`src/rtl/button_scheduler.sv`:
```
// button_scheduler: debounces NBTN active-low pushbuttons with one shared counter and queues press/release events
// Ports: clk, rst_n (sync, active-low); btn_n raw buttons (active-low, async);
//        ev_valid/ev_ready/ev_code/ev_release event FIFO head handshake;
//        btn_state debounced levels (1 = held); busy shared counter owned; ev_drop event lost on full FIFO.
// Build option: BUTTON_SCHEDULER_RELEASE_EV_EN also queues release events (ev_release = 1).
module button_scheduler #(
    parameter int NBTN  = 5,
    parameter int CNT_W = 16
) (
    input  logic            clk,
    input  logic            rst_n,
    input  logic [NBTN-1:0] btn_n,
    output logic            ev_valid,
    input  logic            ev_ready,
    output logic [2:0]      ev_code,
    output logic            ev_release,
    output logic [NBTN-1:0] btn_state,
    output logic            busy,
    output logic            ev_drop
);
    localparam int IW = $clog2(NBTN);
    typedef enum logic {SCAN, TRACK} state_t;
    state_t           state, state_n;
    logic [NBTN-1:0]  s1, sync, mism;
    logic [IW-1:0]    rr, rr_n, owner, owner_n, owner_inc, pick, idx;
    logic [CNT_W-1:0] cnt, cnt_n;
    logic             hit, commit, push, pop, full, push_ok;
    logic [2:0]       code_mem [4];
    logic [1:0]       wp, rp;
    logic [2:0]       count;
`ifdef BUTTON_SCHEDULER_RELEASE_EV_EN
    localparam bit REL_EN = 1'b1;
    logic rel_mem [4];
    assign ev_release = ev_valid & rel_mem[rp];
`else
    localparam bit REL_EN = 1'b0;
    assign ev_release = 1'b0;
`endif
    assign mism      = sync ^ btn_state;
    assign owner_inc = (owner == IW'(NBTN - 1)) ? '0 : owner + 1'b1;
    assign busy      = (state == TRACK);
    assign ev_valid  = (count != 3'd0);
    assign ev_code   = ev_valid ? code_mem[rp] : 3'd0;
    assign full      = count[2];
    assign pop       = ev_valid & ev_ready;
    // Press commits always queue; release commits only when release events are enabled.
    assign push      = commit & (~btn_state[owner] | REL_EN);
    assign push_ok   = push & (~full | pop);
    // Round-robin search for the first mismatched button starting at rr.
    always_comb begin
        hit  = 1'b0;
        pick = '0;
        idx  = '0;
        for (int k = 0; k < NBTN; k++) begin
            idx = IW'((int'(rr) + k) % NBTN);
            if (!hit && mism[idx]) begin
                hit  = 1'b1;
                pick = idx;
            end
        end
    end
    always_comb begin
        state_n = state;
        owner_n = owner;
        rr_n    = rr;
        cnt_n   = cnt;
        commit  = 1'b0;
        if (state == SCAN) begin
            if (hit) begin
                state_n = TRACK;
                owner_n = pick;
                cnt_n   = '0;
            end
        end else if (!mism[owner] || &cnt) begin
            // Abandon (input settled back) or commit (stable for 2^CNT_W cycles); both release ownership.
            state_n = SCAN;
            rr_n    = owner_inc;
            commit  = mism[owner];
        end else begin
            cnt_n = cnt + 1'b1;
        end
    end
    always_ff @(posedge clk) begin
        if (!rst_n) begin
            state <= SCAN;
            owner <= '0;
            rr    <= '0;
            cnt   <= '0;
        end else begin
            state <= state_n;
            owner <= owner_n;
            rr    <= rr_n;
            cnt   <= cnt_n;
        end
    end
    always_ff @(posedge clk) begin
        if (!rst_n) begin
            s1        <= '0;
            sync      <= '0;
            btn_state <= '0;
            wp        <= '0;
            rp        <= '0;
            count     <= '0;
            ev_drop   <= 1'b0;
        end else begin
            s1   <= ~btn_n;
            sync <= s1;
            if (commit) btn_state[owner] <= ~btn_state[owner];
            if (push_ok) begin
                code_mem[wp] <= 3'(owner);
`ifdef BUTTON_SCHEDULER_RELEASE_EV_EN
                rel_mem[wp]  <= btn_state[owner];
`endif
                wp <= wp + 1'b1;
            end
            if (pop) rp <= rp + 1'b1;
            count   <= count + 3'(push_ok) - 3'(pop);
            ev_drop <= push & full & ~pop;
        end
    end
endmodule

```
`config.mk`:
```
export PLATFORM = sky130hd
export DESIGN_NAME = button_scheduler
export DESIGN_NICKNAME = d
export VERILOG_FILES = /design/src/rtl/button_scheduler.sv
export SDC_FILE = /design/constraint.sdc
export NUM_CORES = 1
export LEC_CHECK = 0
export ABC_AREA = 1
export CORE_UTILIZATION = 35
export DETAILED_ROUTE_END_ITERATION = 12
export GPL_ROUTABILITY_DRIVEN = 0
export GPL_TIMING_DRIVEN = 0
export PLACE_DENSITY_LB_ADDON = 0.1
export SYNTH_ARGS = -nofsm -noshare
export SYNTH_HDL_FRONTEND = slang
export SYNTH_SLANG_ARGS = --single-unit
```
`constraint.sdc`:
```
create_clock -name clk -period 3.4 [get_ports clk]
set_input_delay 0.68 -clock clk [delete_from_list [all_inputs] [get_ports clk]]
set_output_delay 0.68 -clock clk [all_outputs]
set_load 0.005 [all_outputs]
```
# After elaboration in Yosys (flattened, before gate mapping)
# Memories as Yosys holds them, arrays and structs flattened. A register that Yosys moved wholly into a read port is not among the register bits.
# Index checks and enable logic that the tools add are counted.
# word_totals
elab_cells,107
mem_bits_rw,12
n_memories,1
out_inout_bits,12
register_bits,46
in_bits,8
# memory_table
name,words,word_bits,rd,rd_ports_with_merged_regs,write_ports,line,rtl
code_mem,4,3,1,1,1,28,logic [2:0] code_mem [4];
# classes
muxes,42
order_cmp,7
n_eq_ne,2
n_reduce_logical,17
div,5
bitwise_logic,12
n_addsub,10
# ops
op,count
"32-bit by 4-bit modulo with 32-bit output, second input constant",4
16-bit two-way mux,3
"4-bit by 4-bit modulo with 32-bit output, second input constant",1
"3-bit by 4-bit less-than comparator with 1-bit output, second input constant",6
1-bit binary-select mux with 3-bit select,7
1-bit two-way mux,21
3-bit two-way mux,7
"16-bit by 1-bit adder with 16-bit output, second input constant",1
16-bit AND reduction,1
"3-bit by 2-bit adder with 4-bit output, second input constant",2
2-bit AND reduction,3
1-bit AND,5
5-bit bitwise mux,1
1-bit logical AND,5
1-bit logical NOT,5
5-bit inverter,1
5-bit bitwise XOR,1
"2-bit by 1-bit adder with 2-bit output, second input constant",2
"3-bit by 1-bit adder with 4-bit output, second input constant",1
"3-bit by 3-bit adder with 4-bit output, second input constant",1
2-bit two-way mux,2
1-bit inverter,4
3-bit by 1-bit adder with 3-bit output,1
"3-bit by 1-bit adder with 3-bit output, second input constant",1
9 further kinds,9

# Longest topological paths before layout
# Gate-level depths: netlist of the first run.
# logic_depth
word_depth,18
depth_mapped,29
ltp_nobuf,28

# Worst setup path before layout of the first run
# Ideal clock, no wire load.
# synth_timing
path_type,reg-to-reg
from,register rr[0]
to,register cnt[8]
required_time_ns,3.331
stages_incl_launch_ff,27
period_less_slack_ns,3.483
slack_ns,-0.083
n_path_buf,2
setup_ns,0.069
arrival_time_ns,3.414
path_cell_list,dfxtp_1 buf_6 inv_2 ha_1 inv_1 ha_1 inv_1 ha_1 nor2_1 nand2_1 nand2_1 xor2_1 ha_1 nand2_1 nand2_2 nand2_2 nand2_1 xor2_1 inv_1 nand2_1 nand2_1 inv_1 nand4_4 o21bai_4 buf_6 nand3_2 a21oi_2
# synth_between
elab_chain_cells,18
elab_cells_between_ends,34
cone_classes,add/sub: 4; div: 5; mux: 15; reduce/logical: 10
# synth_lines
item,line,rtl
from (decl),25,"logic [IW-1:0] rr, rr_n, owner, owner_n, owner_inc, pick, idx;"
from (signal assigned),92,rr <= rr_n;
branches (longest 15 deep; another with 32-bit by 4-bit modulo with 32-bit output),--,
1-bit two-way mux (*),56,if (!hit && mism[idx]) begin
2-bit nonzero test (no line) (*),--,
2-bit AND reduction (no line) (*),--,
to (signal assigned),93,cnt <= cnt_n;
to (decl),26,"logic [CNT_W-1:0] cnt, cnt_n;"
# Every way passes the cells marked *. The select of a mux whose other input is x is not followed.
# A chain may end at the register's enable or synchronous reset.

# Final worst setup path of the first run
# layout_timing
from,register rr[1]
to,register cnt[11]
# Same word-level chain as after synthesis.

==> run summary, run 1 <==
The tools report the Yosys warning count as 0. In the synthesized netlist the dominant register cell turns out to be sky130_fd_sc_hd__dfxtp_1. The clock transition at the registers of the reported paths works out to 60 ps. When the netlist entered floorplanning its net count stood at 599. Dividing the final minimum period by the clock period gives 97.7%. In this run, the number of DRC markers left after iteration 0 of detailed routing was 204. The count of input and output buffers was 18; the post-detailed-placement cell area was 4420 sq um.

Pin placement for this block handled 20 I/O pins. The length of the first detailed-routing pass in iterations is 4, and the deepest clock path buffer count is 2. IR analysis of the VDD net gives a maximum drop of 403 uV. The clock arrives with 10.4 ps of skew. The number of antenna violations at the first check in global routing was 0; the count of flip-flops with a built-in enable after synthesis was 12.

Of the post-synthesis cell area, the dominant cell type holds 23.7%. From left edge to right edge, the die measures 110 um. The number of global-route vias before repair is 3669. Data on the critical path is required at its endpoint by 3660 ps. For this run, the share of the core covered by cells in the final layout is 47.0%. The number of rows created at floorplan is 38, and the mean instance size in the synthesized netlist is 7.17 sq um. The aggregate global-route resource usage came out at 19.1%. The synthesis-stage register bit count is 60. Summing all non-filler instances in the final layout gives an area of 5190 sq um. Synthesis produced a netlist whose cell count is 564. Dividing the detail-routed via count by the number of cells gives 4.92.

The y dimension of the die works out to 110 um. The number of buffers created by CTS is 9. The flow ran to the end, and the final reports show no timing, DRC or antenna violations. Summing every instance area after synthesis gives 4050 sq um. The distinct cell type count of the synthesized netlist came out at 39. For the initial core utilization, the log shows 36.7%.

Final wirelength: 10600 um. The top fanout value on the critical path works out to 5. The worst path needs 3320 ps of the cycle, external delays included. Worst hold-check path type: flip-flop to flip-flop. TritonCTS built the clock tree. Based on the critical path, the design can be clocked at up to 301 MHz. Classification of the worst setup path: flip-flop to flip-flop. Setup violations remaining at the end of the flow were counted as 0. The total half-perimeter wirelength after legalization and detailed placement was 7590 um; the final hold violation count was 0. For this run, asynchronously set or reset flops after synthesis account for 0%. The area growth from synthesis to layout is 28.2%. The layout has 1107 filler cells. The proportion of layout cells with a drive suffix above 1 came out at 23.2%. For this run, the register share of the synthesized area comes to 32.7%.

The net count of the finished layout is 660. The tools report the clock tree root buffer cell as sky130_fd_sc_hd__clkbuf_16. STA classifies the critical path startpoint as a flip-flop. Highest cell delay on the worst timing path: 360 ps. The run gives 2.22 nW as the leakage power figure.

The synthesized design spends more area on one cell type than any other, namely sky130_fd_sc_hd__dfxtp_1. The detailed-route wire length per cell is 13.7 um. The leftover overflow at the end of global routing came out at 0. The first global-routing pass estimated 17600 um of wire.

The total clock sinks was 60. The commonest cells after synthesis are sky130_fd_sc_hd__nand2_1 (129), sky130_fd_sc_hd__inv_1 (71), sky130_fd_sc_hd__nor2_1 (52). The final route contains 3787 vias. In this run the tightest slew margin relative to its limit is 57.1%. Hold repair after CTS inserted 0 buffers. For the worst-skew pair, the clock arrives at the later sink with an insertion delay of 330 ps. The core region is 11000 sq um. Setup repair after global routing could not meet its margin everywhere.

The number of nets with antenna violations after detailed routing is 0, and the transition time of the tightest slew-check pin is 643 ps. Setup total negative slack on the finished layout was measured at 0 ps. The tools report the endpoint arrival time on the critical path as 3580 ps.

Number of max-slew violations in the final report: 0. Die area: 12000 sq um. STA classifies the critical path endpoint as a flip-flop. For this run, design rule violations remaining after detail routing come to 0.

After layout, the design draws a total of 5.43 mW. In this run the number of H-tree levels came out at 3. 0 antenna diodes ended up in the layout.

Max-cap violations in this run came to 0. Entering global routing, the biggest net connects 12 pins. In the post-synthesis netlist, the cell with the most instances is sky130_fd_sc_hd__nand2_1. The critical-path cell with the highest stage delay was sky130_fd_sc_hd__dfxtp_4. The power density over cell area was 1050 nW/um^2. In the post-synthesis netlist, the biggest area contributors are sky130_fd_sc_hd__dfxtp_1 (24%), sky130_fd_sc_hd__nand2_1 (12%), sky130_fd_sc_hd__edfxtp_1 (8.9%), sky130_fd_sc_hd__ha_1 (8.0%), sky130_fd_sc_hd__inv_1 (6.6%).
per-stage QoR:
| stage | worst slack (ps) | hold WS [ps] | std cells |
|---|---|---|---|
| floorplan | 4.22 | 390 | 564 |
| global placement | -555 | 394 | 722 |
| detailed placement | -602 | 397 | 722 |
| CTS | -1.08 | 409 | 760 |
| global route | -114 | 428 | 770 |
| finish | 78.4 | 408 | 770 |
sequential cells by signal (all words and copies together), names as in the netlist, named ones only:
| signal | flops |
|---|---|
| btn_state | 5 |
| code_mem | 12 |
| rr | 3 |
| busy | 1 |
| wp | 2 |
| ev_drop | 1 |
| cnt | 16 |
| rp | 2 |
| count | 3 |
| s1 | 5 |
| sync | 5 |
| owner | 3 |
logic make-up after synthesis:
| logic type | share of synthesized area [%] |
|---|---|
| and+or+nand+nor | 32.5 |
| buffers and inverters | 9.03 |
| AOI/OAI and AO/OA | 12.2 |
| DFF | 32.7 |
| adders and majority gates | 8.53 |
| xor gates and xnor gates | 4.98 |
| other | 0.0927 |
layer usage:
layer	up-vias	wire [um]	GRT usage [%]
li1	1967	-	-
met3	8	300	3.73
met1	1748	4990	24.7
met5	-	0	0
met2	64	5190	32.1
met4	0	95	5.81
report_power, final:
part | internal (mW) | leakage, nW | switching (mW)
Clock | 0.491 | 0.126 | 0.325
Combinational | 1.66 | 1.59 | 2.04
Sequential | 0.809 | 0.502 | 0.0982
area by class of cell:
class / count / area (sq um) / area share (%)
Clock inverter: 6 / 41.3 / 0.796
Timing Repair Buffer: 51 / 463 / 8.92
Clock buffer: 10 / 229 / 4.41
Sequential cell: 60 / 1330 / 25.7
Inverter: 82 / 328 / 6.32
Multi-Input combinational cell: 413 / 2570 / 49.5
Tap cell: 140 / 175 / 3.38
Buffer: 8 / 50.0 / 0.965
worst max-delay path, delay by kind of cell, from the launching register on:
family | cells | cell delay [ps]
simple gates | 11 | 910
compound gates | 2 | 340
xor+xnor | 1 | 180
buf+inv | 10 | 890
flops | 1 | 360
fa+ha+maj | 3 | 560
repair_timing:
action / in CTS / in global routing
resized for setup: 29 / 38
pin swaps: 12 / 23
endpoints found under the setup margin: 21 / 22
gates cloned: 1 / 0
buffers inserted: 21 / 11
path summary, 6_finish.rpt:
path | slack, ps | depth (start not counted) | from | to
setup / recovery | 80 | 27 | rr[1] | cnt[11]
hold / removal | 410 | 2 | s1[3] | sync[3]
setup reg to reg | 80 | 27 | rr[1] | cnt[11]
hold reg to reg | 410 | 2 | s1[3] | sync[3]
layout by cell type (no fill, tap or decap), types with 4 or more instances in the layout:
master,instances
sky130_fd_sc_hd__a21oi_1,26
sky130_fd_sc_hd__o211ai_1,8
sky130_fd_sc_hd__buf_6,4
sky130_fd_sc_hd__clkdlybuf4s50_1,18
sky130_fd_sc_hd__inv_2,12
sky130_fd_sc_hd__nand2_4,5
sky130_fd_sc_hd__buf_4,30
sky130_fd_sc_hd__nand2_1,118
sky130_fd_sc_hd__nor3_1,11
sky130_fd_sc_hd__ha_1,22
sky130_fd_sc_hd__nor2_4,4
sky130_fd_sc_hd__edfxtp_1,12
sky130_fd_sc_hd__nor2_1,51
sky130_fd_sc_hd__o21ai_1,7
sky130_fd_sc_hd__clkbuf_16,9
sky130_fd_sc_hd__xor2_1,10
sky130_fd_sc_hd__inv_1,65
sky130_fd_sc_hd__clkbuf_1,4
sky130_fd_sc_hd__a21oi_2,11
sky130_fd_sc_hd__nand2_2,19
sky130_fd_sc_hd__nand4_1,11
sky130_fd_sc_hd__nand3_2,18
sky130_fd_sc_hd__o21ai_0,22
sky130_fd_sc_hd__dfxtp_1,43
sky130_fd_sc_hd__xnor2_1,9
sky130_fd_sc_hd__nand3_1,34
No activity file was read; power rests on OpenSTA's default activity.
==> run 2, diff against run 1 <==
--- a/config.mk
+++ b/config.mk
@@ -11,6 +11,7 @@
 export GPL_ROUTABILITY_DRIVEN = 0
 export GPL_TIMING_DRIVEN = 0
 export PLACE_DENSITY_LB_ADDON = 0.1
+export SKIP_LAST_GASP = 1
 export SYNTH_ARGS = -nofsm -noshare
 export SYNTH_HDL_FRONTEND = slang
 export SYNTH_SLANG_ARGS = --single-unit
==> results of run 2 <==
Same layout as run 1: the final DEF is identical, and so are final timing and power.
